## src/rtl/kmp_detector_ctrl.sv

```systemverilog
// Runtime-programmable serial sequence detector: loads a pattern, builds its KMP
// failure table one step per cycle, then scans a valid/ready bit stream for matches.
module kmp_detector_ctrl #(
    parameter int MAX_LEN = 8,
    parameter int LEN_W   = 4,
    parameter int CNT_W   = 16
) (
    input  logic             clk,
    input  logic             reset,
    input  logic             clear,
    input  logic             cfg_valid,
    output logic             cfg_ready,
    input  logic             cfg_bit,
    input  logic             cfg_last,
    input  logic             overlap,
    input  logic             start,
    input  logic             stop,
    input  logic             data_valid,
    output logic             data_ready,
    input  logic             data_in,
    output logic             detected,
    output logic [CNT_W-1:0] match_count,
    output logic [LEN_W-1:0] pat_len,
    output logic [1:0]       state_o
);

    localparam int IDX_W = (MAX_LEN > 1) ? $clog2(MAX_LEN) : 1;
    localparam logic [LEN_W-1:0] MAX_L = LEN_W'(MAX_LEN);

    typedef enum logic [1:0] {
        S_IDLE  = 2'd0,
        S_BUILD = 2'd1,
        S_READY = 2'd2,
        S_RUN   = 2'd3
    } state_t;

    state_t                        state_q, state_d;
    logic [MAX_LEN-1:0]            pat_q, pat_d;
    logic [MAX_LEN-1:0][LEN_W-1:0] fail_q, fail_d;
    logic [LEN_W-1:0]              pat_len_q, pat_len_d;
    logic [LEN_W-1:0]              i_q, i_d;
    logic [LEN_W-1:0]              k_q, k_d;
    logic [LEN_W-1:0]              q_q, q_d;
    logic                          pending_q, pending_d;
    logic                          held_q, held_d;
    logic                          detected_q, detected_d;
    logic [CNT_W-1:0]              cnt_q, cnt_d;
    logic                          b;

    // A pending bit is re-evaluated against the fallen-back state before a new one is taken.
    assign b = pending_q ? held_q : data_in;

    always_comb begin
        state_d    = state_q;
        pat_d      = pat_q;
        fail_d     = fail_q;
        pat_len_d  = pat_len_q;
        i_d        = i_q;
        k_d        = k_q;
        q_d        = q_q;
        pending_d  = pending_q;
        held_d     = held_q;
        detected_d = 1'b0;
        cnt_d      = cnt_q;

        case (state_q)
            S_IDLE: begin
                if (cfg_valid) begin
                    pat_d[IDX_W'(pat_len_q)] = cfg_bit;
                    pat_len_d = pat_len_q + 1'b1;
                    if (cfg_last || (pat_len_q == MAX_L - 1'b1)) begin
                        state_d   = S_BUILD;
                        i_d       = LEN_W'(1);
                        k_d       = '0;
                        fail_d[0] = '0;
                    end
                end
            end

            S_BUILD: begin
                if (i_q >= pat_len_q) begin
                    state_d = S_READY;
                end else begin
                    if (pat_q[IDX_W'(i_q)] == pat_q[IDX_W'(k_q)]) begin
                        fail_d[IDX_W'(i_q)] = k_q + 1'b1;
                        k_d = k_q + 1'b1;
                        i_d = i_q + 1'b1;
                    end else if (k_q != '0) begin
                        k_d = fail_q[IDX_W'(k_q - 1'b1)];
                    end else begin
                        fail_d[IDX_W'(i_q)] = '0;
                        i_d = i_q + 1'b1;
                    end
                    // Leave on the step that fills the last entry, not one cycle later.
                    if (i_d == pat_len_q) state_d = S_READY;
                end
            end

            S_READY: begin
                if (start) begin
                    state_d   = S_RUN;
                    q_d       = '0;
                    cnt_d     = '0;
                    pending_d = 1'b0;
                end
            end

            S_RUN: begin
                if (stop) begin
                    state_d   = S_READY;
                    pending_d = 1'b0;
                end else if (pending_q || data_valid) begin
                    if (b == pat_q[IDX_W'(q_q)]) begin
                        pending_d = 1'b0;
                        if (q_q + 1'b1 == pat_len_q) begin
                            detected_d = 1'b1;
                            if (cnt_q != '1) cnt_d = cnt_q + 1'b1;
                            q_d = overlap ? fail_q[IDX_W'(pat_len_q - 1'b1)] : '0;
                        end else begin
                            q_d = q_q + 1'b1;
                        end
                    end else if (q_q != '0) begin
                        q_d       = fail_q[IDX_W'(q_q - 1'b1)];
                        held_d    = b;
                        pending_d = 1'b1;
                    end else begin
                        pending_d = 1'b0;
                    end
                end
            end

            default: state_d = S_IDLE;
        endcase
    end

    always_ff @(posedge clk) begin
        if (!reset || clear) begin
            state_q    <= S_IDLE;
            pat_q      <= '0;
            fail_q     <= '0;
            pat_len_q  <= '0;
            i_q        <= '0;
            k_q        <= '0;
            q_q        <= '0;
            pending_q  <= 1'b0;
            held_q     <= 1'b0;
            detected_q <= 1'b0;
            cnt_q      <= '0;
        end else begin
            state_q    <= state_d;
            pat_q      <= pat_d;
            fail_q     <= fail_d;
            pat_len_q  <= pat_len_d;
            i_q        <= i_d;
            k_q        <= k_d;
            q_q        <= q_d;
            pending_q  <= pending_d;
            held_q     <= held_d;
            detected_q <= detected_d;
            cnt_q      <= cnt_d;
        end
    end

    assign cfg_ready   = (state_q == S_IDLE);
    assign data_ready  = (state_q == S_RUN) && !pending_q;
    assign detected    = detected_q;
    assign match_count = cnt_q;
    assign pat_len     = pat_len_q;
    assign state_o     = state_q;

endmodule
```

## config.mk

```make
export PLATFORM = sky130hd
export DESIGN_NAME = kmp_detector_ctrl
export DESIGN_NICKNAME = d
export VERILOG_FILES = /design/src/rtl/kmp_detector_ctrl.sv
export SDC_FILE = /design/constraint.sdc
export NUM_CORES = 1
export LEC_CHECK = 0
export BUFFER_PORTS_ARGS = -buffer_cell sky130_fd_sc_hd__buf_4
export CORE_MARGIN = 4
export CORE_UTILIZATION = 60
export DETAILED_ROUTE_END_ITERATION = 8
export GPL_ROUTABILITY_DRIVEN = 0
export GPL_TIMING_DRIVEN = 1
export HOLD_SLACK_MARGIN = 0.12
export PLACE_DENSITY = 0.84
export SLEW_MARGIN = 20
export SYNTH_ARGS = -nofsm -noshare
export SYNTH_HDL_FRONTEND = slang
export SYNTH_SLANG_ARGS = --single-unit
```

## constraint.sdc

```tcl
create_clock -name clk -period 6.11 [get_ports clk]
set_input_delay 0.9165 -clock clk [delete_from_list [all_inputs] [get_ports clk]]
set_output_delay 0.9165 -clock clk [all_outputs]
set_load 0.01 [all_outputs]
```

==> impl_metrics.ini <==
[synth]
synth-async-reset-ratio = 0
netlist_top_cells_count = dfxtp_1 (77), nor2_1 (51), nand2_1 (47)
yosysTopAreaCellShare = 0.319
synth_top_area_cell = dfxtp_1
avgSynthCellArea_um2 = 9.35
synth_cell_types = 63
syn_area_um2 = 4830
synth_xor_area_frac = 0.0461
synth_top_family_by_area = multiplexers
ys_seq_area_frac = 0.319
synth_flop_cell = dfxtp_1
synth_seq_cells = 77
yosysMostFrequentCell = dfxtp_1
synth-edff-count = 0
yosys-top-cells-area = dfxtp_1 (32%), mux4_2 (14%), mux2i_1 (7.5%), nor2_1 (4.0%), nand2_1 (3.7%)
netlist_instances = 517
yosys.area_share.simple = 0.187
synth-adder-area-share = 0.0311
synth.area.mux_share = 0.224
synth_compound_area_frac = 0.153
ys.warnings.count = 0
synth_nets = 540

[critical_path]
critical_path.startpoint_type = flip-flop
max_stage_delay_ps = 890
crit_path_max_fanout = 32
worst-endpoint-required_ps = 6410
arrival_ps = 4050
setup.worst_path.end_class = flip-flop
slowest_stage = dfxtp_1
crit_type = flip-flop to flip-flop
r2r_slack_ps = 2360
crit_path_cell_trace = mux4_2 -> mux2i_1 -> xor2_1 -> o41a_1 -> o21ai_0 -> a21oi_1

[clocking]
cts.sinks = 77
ctsHoldBuffers = 0
cts-resized-gates = 0
post_cts_buffers = 0
clk_pin_slew_worst_paths_ps = 90
clock_path_buffers = 2
cts_buffers = 9
clk_latency_ps = 370
ctsRootBufferMaster = clkbuf_8
cts_tree = built
htreeDepth = 3

[cells_and_area]
fin_util = 0.683
nets = 556
syn2layout_area_growth_pct = 9.84
multi_input_area_um2 = 3100
final_area_um2 = 5310
fillers = 608
seqCellArea_um2 = 1540
drive_gt1_frac = 0.190
n_antenna_cell = 0

[route]
drcViolationCount = 0
post_drt_wl_per_cell_um = 19.4
ant_nets = 0
drt_iter0_drc = 311
wirelength_um = 12400
dr.pass1.iters = 5
vias_per_cell = 6.73
vias = 4310

[die]
dieHeight_um = 97.8
core_area_um2 = 7770
fp.dieArea_um2 = 9560
num_io_pins = 36
placementRows = 32
start_util = 0.622
die_w_um = 97.8

[sta]
worst_clock_skew_ps = 12.2
finalSetupTns_ps = 0
setup_viol = 0
worst_hold_slack_ps = 496
fmax_ghz = 0.266
slew_headroom = 0.333
hold_viol = 0
drv_slew = 0
final_min_period_over_clock_period = 0.614
finalCriticalPeriod_ps = 3750
rsz0062_at_grt = false
tightest_slew_ps = 994

[placed_design]
place_area_um2 = 5110
portBuffers = 35
post-dp-hpwl_um = 8970

[power]
power_leakage_nw = 1.91
p_total_w = 0.000970
p_per_area_nw_per_um2 = 183
vdd_drop_max_v = 0.000114

[global_routing]
grt_max_degree = 44
use_met3 = 0.0614
first_global_vias = 4230
grt_pass1_wl_um = 20800
grt_antenna_before_repair = 0
met1_usage = 0.329
top_usage_layer = met2
grtUsageTotal = 0.267
grt_remaining_overflow = 0
use_met2 = 0.450

[status]
status = finished clean

[min_path]
hp-class = flip-flop to flip-flop

[flow_run]
max_cap_violations = 0
-- per-stage QoR --
step,setup WS [ps],std cells
3_3_place_gp,2630,624
6_report,2360,640
5_1_grt,1910,640
4_1_cts,2380,640
3_5_place_dp,2380,624
2_1_floorplan,2940,517
-- sequential cells by signal, summed over array words and instances (netlist names) --
name / count
pat_q: 8
pending_q: 1
k_q: 4
q_q: 4
i_q: 4
fail_q: 32
detected: 1
held_q: 1
state_o: 2
pat_len: 4
match_count: 16
-- critical path, delay by kind of cell (launching register included) --
kind | cells | cell delay (ps)
mux | 2 | 880
xor+xnor | 1 | 620
flops | 1 | 890
compound gates | 3 | 1290
-- where the power goes --
group / switching (W) / internal, W / total (W)
clock: 0.000207 / 0.000192 / 0.000400
sequential: 0.00000330 / 0.000503 / 0.000506
combinational: 0.0000419 / 0.0000227 / 0.0000646
-- worst paths after layout --
| check | startpoint | endpoint | depth (start not counted) |
|---|---|---|---|
| setup / recovery | q_q[0]$_SDFFE_PP0P_ | match_count[4]$_SDFFE_PP0P_ | 6 |
| hold / removal | pat_q[2]$_SDFFE_PP0P_ | pat_q[2]$_SDFFE_PP0P_ | 2 |
| setup reg to reg | q_q[0]$_SDFFE_PP0P_ | match_count[4]$_SDFFE_PP0P_ | 6 |
| hold reg to reg | pat_q[2]$_SDFFE_PP0P_ | pat_q[2]$_SDFFE_PP0P_ | 2 |
-- routing by layer --
| metal | routed length (um) | vias up |
|---|---|---|
| met1 | 4970 | 2083 |
| li1 | - | 1951 |
| met3 | 1020 | 40 |
| met2 | 5980 | 236 |
| met5 | 0 | - |
| met4 | 435 | 0 |
-- layout by cell type, fill, tap and decap left out, types with 5 or more instances in the layout --
cell type   n
mux2i_1    36
nand2_1    47
mux4_2     30
inv_1      13
clkbuf_8    9
or3_1      10
nor3_1      5
nor2b_1     5
dfxtp_1    77
xnor2_1    10
a21oi_1    29
nor2_1     51
xor2_1     11
nand3_1    24
or4_1       5
a32o_1      5
o21ai_0    30
ha_1       12
buf_4      39
and3_1      8
-- area by class of cell --
| type | instances | share of cell area |
|---|---|---|
| clock buffer | 10 | 0.0240 |
| inverter | 13 | 0.00919 |
| timing repair buffer | 39 | 0.0551 |
| clock inverter | 6 | 0.0137 |
| tap | 102 | 0.0240 |
| sequential | 77 | 0.290 |
| multi-input combinational | 393 | 0.584 |
-- cells by family (layout without fill, tap and decap cells) --
family | after synthesis | in the layout
fa+ha+maj | 12 | 12
buf+inv | 47 | 68
flops | 77 | 77
simple gates | 183 | 183
compound gates | 105 | 105
mux | 70 | 70
xor+xnor | 23 | 23
Note: power is estimated with default switching activity, not from simulation.
